$ cat src/rtl/operand_fetch_stage_pkg.sv
// Shared types and constants for the operand fetch stage.
// Register map constants, widths and the issued-instruction bundle.
package operand_fetch_stage_pkg;

   localparam int NUM_GPR  = 29;
   localparam int DATA_W   = 32;
   localparam int MAX_PEND = 5;
   localparam int CTRL_W   = 16;
   localparam int REG_W    = 5;
   localparam int PEND_W   = 3;

   localparam logic [REG_W-1:0] ZERO_REG = 5'd0;
   localparam logic [REG_W-1:0] LO_REG   = 5'd30;
   localparam logic [REG_W-1:0] HI_REG   = 5'd31;

   typedef logic [REG_W-1:0]  reg_t;
   typedef logic [PEND_W-1:0] pend_t;
   typedef logic [DATA_W-1:0] data_t;

   typedef struct packed {
      logic [CTRL_W-1:0] ctrl;
      data_t             rs_data;
      data_t             rt_data;
      reg_t              rd;
      logic              wr_rd;
      logic              wr_hilo;
   } issue_t;

   typedef enum logic {
      OUT_EMPTY = 1'b0,
      OUT_FULL  = 1'b1
   } out_state_e;

   function automatic logic is_gpr(reg_t r);
      return (r != ZERO_REG) && (r < LO_REG);
   endfunction

endpackage

$ cat src/rtl/operand_fetch_stage_reg_scoreboard_file.sv
// Register file with per-register pending-write counters.
// Ports: 2 bypassed read ports, busy/full queries, issue inc, writeback, wb_err_o.
module reg_scoreboard_file
   import operand_fetch_stage_pkg::*;
(
   input  logic  clk,
   input  logic  rst_n,
   input  reg_t  rs_i,
   input  reg_t  rt_i,
   output data_t rs_data_o,
   output data_t rt_data_o,
   output logic  rs_busy_o,
   output logic  rt_busy_o,
   input  reg_t  chk_rd_i,
   output logic  rd_full_o,
   output logic  hilo_full_o,
   input  logic  inc_rd_en_i,
   input  reg_t  inc_rd_i,
   input  logic  inc_hilo_i,
   input  logic  wb_valid_i,
   input  reg_t  wb_rd_i,
   input  data_t wb_data_i,
   input  logic  wb_hilo_valid_i,
   input  data_t wb_lo_i,
   input  data_t wb_hi_i,
   output logic  wb_err_o
);

   data_t gpr_q [1:NUM_GPR];
   data_t gpr_d [1:NUM_GPR];
   data_t lo_q, lo_d;
   data_t hi_q, hi_d;

   pend_t pend_q [1:NUM_GPR];
   pend_t pend_d [1:NUM_GPR];
   pend_t hilo_pend_q, hilo_pend_d;

   logic  wb_err_q, wb_err_d;

   // Post-writeback view of every register number, used by reads and queries
   data_t eff_data [0:31];
   logic  eff_busy [0:31];
   pend_t eff_pend [0:31];
   pend_t hilo_eff;
   logic  wb_gpr;
   logic  hilo_dec;

   assign wb_gpr   = wb_valid_i && is_gpr(wb_rd_i);
   assign hilo_dec = wb_hilo_valid_i && (hilo_pend_q != '0);

   always_comb begin
      hilo_eff = hilo_dec ? hilo_pend_q - pend_t'(1) : hilo_pend_q;
      for (int r = 0; r < 32; r++) begin
         eff_data[r] = '0;
         eff_busy[r] = 1'b0;
         eff_pend[r] = '0;
      end
      for (int r = 1; r <= NUM_GPR; r++) begin
         if (wb_gpr && (wb_rd_i == REG_W'(r))) begin
            eff_data[r] = wb_data_i;
            eff_pend[r] = (pend_q[r] != '0) ? pend_q[r] - pend_t'(1)
                                            : pend_q[r];
         end else begin
            eff_data[r] = gpr_q[r];
            eff_pend[r] = pend_q[r];
         end
         eff_busy[r] = (eff_pend[r] != '0);
      end
      eff_data[30] = wb_hilo_valid_i ? wb_lo_i : lo_q;
      eff_data[31] = wb_hilo_valid_i ? wb_hi_i : hi_q;
      eff_busy[30] = (hilo_eff != '0);
      eff_busy[31] = (hilo_eff != '0);
   end

   assign rs_data_o = eff_data[rs_i];
   assign rt_data_o = eff_data[rt_i];
   assign rs_busy_o = eff_busy[rs_i];
   assign rt_busy_o = eff_busy[rt_i];

   assign rd_full_o   = is_gpr(chk_rd_i) &&
                        (eff_pend[chk_rd_i] == PEND_W'(MAX_PEND));
   assign hilo_full_o = (hilo_eff == PEND_W'(MAX_PEND));

   always_comb begin
      wb_err_d = wb_err_q;
      for (int r = 1; r <= NUM_GPR; r++) begin
         gpr_d[r]  = eff_data[r];
         pend_d[r] = eff_pend[r] +
                     pend_t'(inc_rd_en_i && (inc_rd_i == REG_W'(r)));
      end
      lo_d        = eff_data[30];
      hi_d        = eff_data[31];
      hilo_pend_d = hilo_eff + pend_t'(inc_hilo_i);
      // A writeback nobody was waiting for still lands, but is flagged
      if (wb_gpr && (eff_pend[wb_rd_i] == pend_q[wb_rd_i])
                 && (pend_q[wb_rd_i] == '0)) begin
         wb_err_d = 1'b1;
      end
      if (wb_hilo_valid_i && (hilo_pend_q == '0)) begin
         wb_err_d = 1'b1;
      end
   end

   always_ff @(posedge clk or negedge rst_n) begin
      if (!rst_n) begin
         for (int r = 1; r <= NUM_GPR; r++) begin
            gpr_q[r]  <= '0;
            pend_q[r] <= '0;
         end
         lo_q        <= '0;
         hi_q        <= '0;
         hilo_pend_q <= '0;
         wb_err_q    <= 1'b0;
      end else begin
         for (int r = 1; r <= NUM_GPR; r++) begin
            gpr_q[r]  <= gpr_d[r];
            pend_q[r] <= pend_d[r];
         end
         lo_q        <= lo_d;
         hi_q        <= hi_d;
         hilo_pend_q <= hilo_pend_d;
         wb_err_q    <= wb_err_d;
      end
   end

   assign wb_err_o = wb_err_q;

endmodule

$ cat src/rtl/operand_fetch_stage.sv
// Register-fetch stage: RAW stall via scoreboard, one-deep output register.
// Ports: in_* decoded instr, out_* issued instr, wb_* writebacks, wb_err.
module operand_fetch_stage
   import operand_fetch_stage_pkg::*;
(
   input  logic              clk,
   input  logic              rst_n,
   input  logic              in_valid,
   output logic              in_ready,
   input  logic [4:0]        in_rs,
   input  logic [4:0]        in_rt,
   input  logic [4:0]        in_rd,
   input  logic              in_wr_rd,
   input  logic              in_wr_hilo,
   input  logic [CTRL_W-1:0] in_ctrl,
   output logic              out_valid,
   input  logic              out_ready,
   output logic [DATA_W-1:0] out_rs_data,
   output logic [DATA_W-1:0] out_rt_data,
   output logic [4:0]        out_rd,
   output logic              out_wr_rd,
   output logic              out_wr_hilo,
   output logic [CTRL_W-1:0] out_ctrl,
   input  logic              wb_valid,
   input  logic [4:0]        wb_rd,
   input  logic [DATA_W-1:0] wb_data,
   input  logic              wb_hilo_valid,
   input  logic [DATA_W-1:0] wb_lo,
   input  logic [DATA_W-1:0] wb_hi,
   output logic              wb_err
);

   out_state_e state_q, state_d;
   issue_t     out_q, out_d;
   issue_t     issue;

   data_t rs_data, rt_data;
   logic  rs_busy, rt_busy;
   logic  rd_full, hilo_full;
   logic  hold_out;
   logic  accept;
   logic  inc_rd_en;

   reg_scoreboard_file u_sb (
      .clk             (clk),
      .rst_n           (rst_n),
      .rs_i            (in_rs),
      .rt_i            (in_rt),
      .rs_data_o       (rs_data),
      .rt_data_o       (rt_data),
      .rs_busy_o       (rs_busy),
      .rt_busy_o       (rt_busy),
      .chk_rd_i        (in_rd),
      .rd_full_o       (rd_full),
      .hilo_full_o     (hilo_full),
      .inc_rd_en_i     (inc_rd_en),
      .inc_rd_i        (in_rd),
      .inc_hilo_i      (accept && in_wr_hilo),
      .wb_valid_i      (wb_valid),
      .wb_rd_i         (wb_rd),
      .wb_data_i       (wb_data),
      .wb_hilo_valid_i (wb_hilo_valid),
      .wb_lo_i         (wb_lo),
      .wb_hi_i         (wb_hi),
      .wb_err_o        (wb_err)
   );

   assign out_valid = (state_q == OUT_FULL);
   assign hold_out  = out_valid && !out_ready;

   // Independent of in_valid so upstream may wait on it
   assign in_ready = !rs_busy && !rt_busy &&
                     !(in_wr_rd && rd_full) &&
                     !(in_wr_hilo && hilo_full) &&
                     !hold_out;

   assign accept    = in_valid && in_ready;
   assign inc_rd_en = accept && in_wr_rd && is_gpr(in_rd);

   always_comb begin
      issue.ctrl    = in_ctrl;
      issue.rs_data = rs_data;
      issue.rt_data = rt_data;
      issue.rd      = in_rd;
      issue.wr_rd   = in_wr_rd;
      issue.wr_hilo = in_wr_hilo;
   end

   always_comb begin
      state_d = state_q;
      out_d   = out_q;
      unique case (state_q)
         OUT_EMPTY: begin
            if (accept) begin
               state_d = OUT_FULL;
               out_d   = issue;
            end
         end
         OUT_FULL: begin
            // accept here implies out_ready, so the slot is reloaded
            if (accept) begin
               out_d = issue;
            end else if (out_ready) begin
               state_d = OUT_EMPTY;
            end
         end
         default: state_d = OUT_EMPTY;
      endcase
   end

   always_ff @(posedge clk or negedge rst_n) begin
      if (!rst_n) begin
         state_q <= OUT_EMPTY;
         out_q   <= '0;
      end else begin
         state_q <= state_d;
         out_q   <= out_d;
      end
   end

   assign out_rs_data = out_q.rs_data;
   assign out_rt_data = out_q.rt_data;
   assign out_rd      = out_q.rd;
   assign out_wr_rd   = out_q.wr_rd;
   assign out_wr_hilo = out_q.wr_hilo;
   assign out_ctrl    = out_q.ctrl;

endmodule

$ cat config.mk
export PLATFORM = sky130hd
export DESIGN_NAME = operand_fetch_stage
export DESIGN_NICKNAME = d
export VERILOG_FILES = /design/src/rtl/operand_fetch_stage_pkg.sv /design/src/rtl/operand_fetch_stage_reg_scoreboard_file.sv /design/src/rtl/operand_fetch_stage.sv
export SDC_FILE = /design/constraint.sdc
export NUM_CORES = 2
export LEC_CHECK = 0
export BUFFER_PORTS_ARGS = -buffer_cell sky130_fd_sc_hd__buf_2
export CORE_MARGIN = 3
export CORE_UTILIZATION = 65
export CTS_BUF_LIST = sky130_fd_sc_hd__clkbuf_8
export CTS_CLUSTER_SIZE = 12
export DETAILED_ROUTE_END_ITERATION = 12
export PLACE_DENSITY = 0.85
export SYNTH_ARGS = -nofsm -noshare
export SYNTH_HDL_FRONTEND = slang
export SYNTH_SLANG_ARGS = --single-unit
$ cat constraint.sdc
create_clock -name clk -period 10.45 [get_ports clk]
set_clock_uncertainty 0.1 [all_clocks]
set_input_delay 0 -clock clk [delete_from_list [all_inputs] [get_ports clk]]
set_output_delay 0 -clock clk [all_outputs]
set_load 0.01 [all_outputs]
==> results by group <==
Global route
  • First-pass GRT wire length: around 330 mm
  • Overflow after GRT: 0
  • Initial antenna violation count: 9
  • Number of global-route vias before repair: between 50000 and 60000
  • Tot GR Track Use: around two fifths
  • Largest net degree at the start of global routing: about 180

Critical path
  • Critical Path RT: around 11000 ps
  • R2R Path End: out_rt_data[28]
  • Reg2reg setup slack: 4600 ps
  • Reg2Reg Depth: 14
  • Worst reg2reg path startpoint: u_sb.pend_q[12]
  • Crit path DAT: 6710 ps
  • CP max stage delay: just over 1000 ps
  • Startpoint types: primary input
  • Worst Path Max Fanout: 63
  • Slowest-stage cell, CP: a2111oi_0
  • Critical Path, Cell by Cell: dlygate4sd3_1, buf_2, buf_4, nand2b_1, or4_1, or4_1, o311a_1, a2111oi_0, o311ai_1, and3b_1, nand3b_4, buf_4, a211oi_1, dlygate4sd3_1, a21o_1
  • CP Capture Type: flip-flop
  • Worst Path Class, Setup: in -> reg

Final layout
  • Nets: 6528
  • Register area: 0.0293 sq mm
  • Commonest non-fill, non-tap cell in the layout: mux2i_1
  • Most frequent cells in the layout: mux2i_1, dfrtp_1, inv_1, mux4_2, a211oi_1
  • Util after Layout: 73.5%
  • Layout area overhead: 12.0%
  • Share of post-route cells with drive strength above 1: 18.3%
  • Layout fillers: around 6600
  • Footprint of the multi-input gates: between 0.03 and 0.04 sq mm

Timing
  • Setup TNS: 0 ps
  • Max Freq: ~170 MHz
  • Fin crit share: about 58%
  • Worst slew pin tran: 1380 ps
  • Post-route setup slack: about 4400 ps
  • Count of pins over their slew limit: 0
  • RSZ-0062 raised after global routing: false
  • Min Tclk post-route: ~6000 ps
  • Fin Hold WS: around 130 ps
  • Max transition margin: 7.96%
  • Final setup fails: 0
  • Final Hold Vio Count: 0

Drt
  • Vias per std cell: between 6 and 7
  • DR vias: approximately 53000
  • ANT nets after route: 0
  • WL/cell: ~28 microns
  • DRC: 0
  • Drt first pass iters: 8
  • Final WL: 220 mm
  • DRT iter0 DRCs: around 7400

Power
  • Design internal power: 9.69 mW
  • Net load switching power: between 5 and 6 mW
  • Worst vdd ir: about 110 uV
  • Comb pwr share: between 30% and 40%
  • Leakage: ~43 nW
  • PwrDens: about 190 mW/mm^2
  • Clk pwr share: between 20% and 30%
  • Switching Fraction: between 30% and 40%
  • Reg power frac: around two fifths

Status
  • Outcome: completed

Synthesis
  • Mux cell area share after synthesis: between 30% and 40%
  • Synth warn: 0
  • Simple-gate portion of the synthesized area: under 10%
  • Top-area cell type share of the netlist area: between 40 and 50%
  • Largest family of logic cells by synthesized area: multiplexers
  • Number of synthesized register bits: roughly 1200
  • Syn nets: around 6300
  • Syn_area_per_cell: approximately 12 sq um
  • Post-synth cell types: 94
  • Xor and xnor fraction of the mapped netlist area: less than 1%
  • Largest cells by area after synthesis: dfrtp_1, mux2i_1, mux4_2
  • Compound-gate portion of the synthesized area: ~8.0%
  • Most common flop cell mapped by yosys: dfrtp_1
  • EDFF count, synth: 0
  • Syn Inst Count: between 6000 and 7000
  • Mapped cell area: 0.0693 sq mm
  • Sequential fraction of the synthesis area: roughly 42%
  • Yosys top cell by area: dfrtp_1
  • Post-synthesis adder-cell area fraction: under 10%
  • Synth async-reset ratio: 100%

Placement
  • Hpwl dp: between 100 and 150 mm
  • Final Wtd Congestion: 1.02
  • Dpl ws: approximately 4500 ps
  • IO buf count: 229

Floorplan
  • Starting Density: 65.6%
  • Die Span Y: 332 microns
  • Die Width: 332 microns
  • Boundary Pins: 230
  • CORE AREA: between 0.1 and 0.15 sq mm
  • Die area: 0.111 sq mm
  • Row count: between 100 and 150

Clock network
  • CTS Sinks: ~1200
  • Root Driver: clkbuf_8
  • # hold bufs at CTS: 254
  • H-tree depth: 4
  • Post-CTS Resized: 0
  • CTS tree: built
  • Clock buffer depth: 3
  • CTS clk-pin slew, worst paths: 60 ps
  • CTS Buf Count: between 150 and 200
  • Later-pin clock latency in the skew report: around 920 ps
  • Setup bufs post-CTS: 0

Worst hold path
  • Worst Hold Class: in -> reg
  • WHS Path Cells: 6
  • Min-delay src: wb_rd[1]
  • Hold endpoint: u_sb.pend_q[11]

Job
  • Max Cap Viol: 0
[sequential cells by signal, summed over array words and instances (netlist names)]
name              count
out_wr_rd             1
u_sb.hilo_pend_q      3
u_sb.pend_q          87
out_rs_data          32
u_sb.wb_err_o         1
u_sb.gpr_q          928
u_sb.lo_q            32
u_sb.hi_q            32
out_rd                5
out_rt_data          32
out_ctrl             16
out_valid             1
out_wr_hilo           1
[cell usage after synthesis (20+ instances only)]
cell type  count
clkbuf_1     322
a211oi_1     275
o21ai_0       43
nor2_1       117
buf_2         90
nor2b_1       34
ha_1         118
buf_1         82
and2_1        78
nor3_1        76
a221oi_1      70
a21o_1        72
mux2i_1     1186
xnor2_1       48
nor4_1        20
dfrtp_1     1171
inv_1       1057
nand3_1       47
nand2_1      102
nand2b_1      28
mux2_2        57
a21oi_1      113
mux4_2       459
o31ai_1       29
[power by group through the flow]
| stage | Combinational (mW) | Clock [mW] | Sequential [mW] |
|---|---|---|---|
| final | 4.71 | 4.09 | 6.08 |
| after global routing | 5.08 | 4.31 | 6.15 |
| after CTS | 4.55 | 4.08 | 6.03 |
| after detailed placement | 4.42 | 0 | 6.10 |
| after global placement | 4.26 | 0 | 6.05 |
| after floorplan | 3.18 | 0 | 5.98 |
[cell families (layout without fill, tap and decap cells)]
family                     count (synthesis)  in the layout
DFF                                     1171           1171
other                                      0              6
xor gates and xnor gates                  56             56
adders and majority gates                118            118
buffers and inverters                   1561           1970
muxes                                   1709           1709
AOI/OAI and AO/OA                        761            761
and+or+nand+nor                          638            638
[area by class of cell]
class	instances	area share (%)
Tap cell	1391	2.24
Sequential cell	1171	37.8
Antenna cell	6	0.0194
Clock buffer	239	4.24
Timing Repair Buffer	569	5.85
Clock inverter	103	0.776
Multi-Input combinational cell	3282	44.0
Inverter	1059	5.13
[stage by stage]
stage                     area [sq um]  power [mW]  cells
after floorplan                  69300        9.16   6014
after global placement           71100        10.3   7218
after detailed placement         71100        10.5   7218
after CTS                        77600        14.7   7814
after global routing             77600        15.5   7818
final                            77600        14.9   7820
[layer usage]
| metal | routed length [microns] | global-route usage [%] |
|---|---|---|
| met1 | 79100 | 50.8 |
| met2 | 99800 | 60.8 |
| met3 | 24700 | 9.56 |
| met4 | 16200 | 26.3 |
| met5 | 13 | 0 |
[how the worst max path moves through the flow]
stage / slack, ps / cells after the start / from / end
after CTS: 4800 / 15 / wb_rd[3] / out_rt_data[28]
after global routing: 4180 / 15 / wb_rd[3] / out_rt_data[28]
final: 4440 / 15 / wb_rd[3] / out_rt_data[28]
after detailed placement: 4450 / 15 / wb_rd[0] / u_sb.pend_q[44]
after floorplan: 6590 / 16 / u_sb.pend_q[9] / u_sb.pend_q[86]
after global placement: 4590 / 15 / wb_rd[0] / u_sb.pend_q[44]
[worst max-delay path: cells and delay by family]
family	cells	cell delay [ps]
simple gates	5	2530
compound gates	5	1660
buf+inv	5	2440
Note: power is estimated with default switching activity, not from simulation.
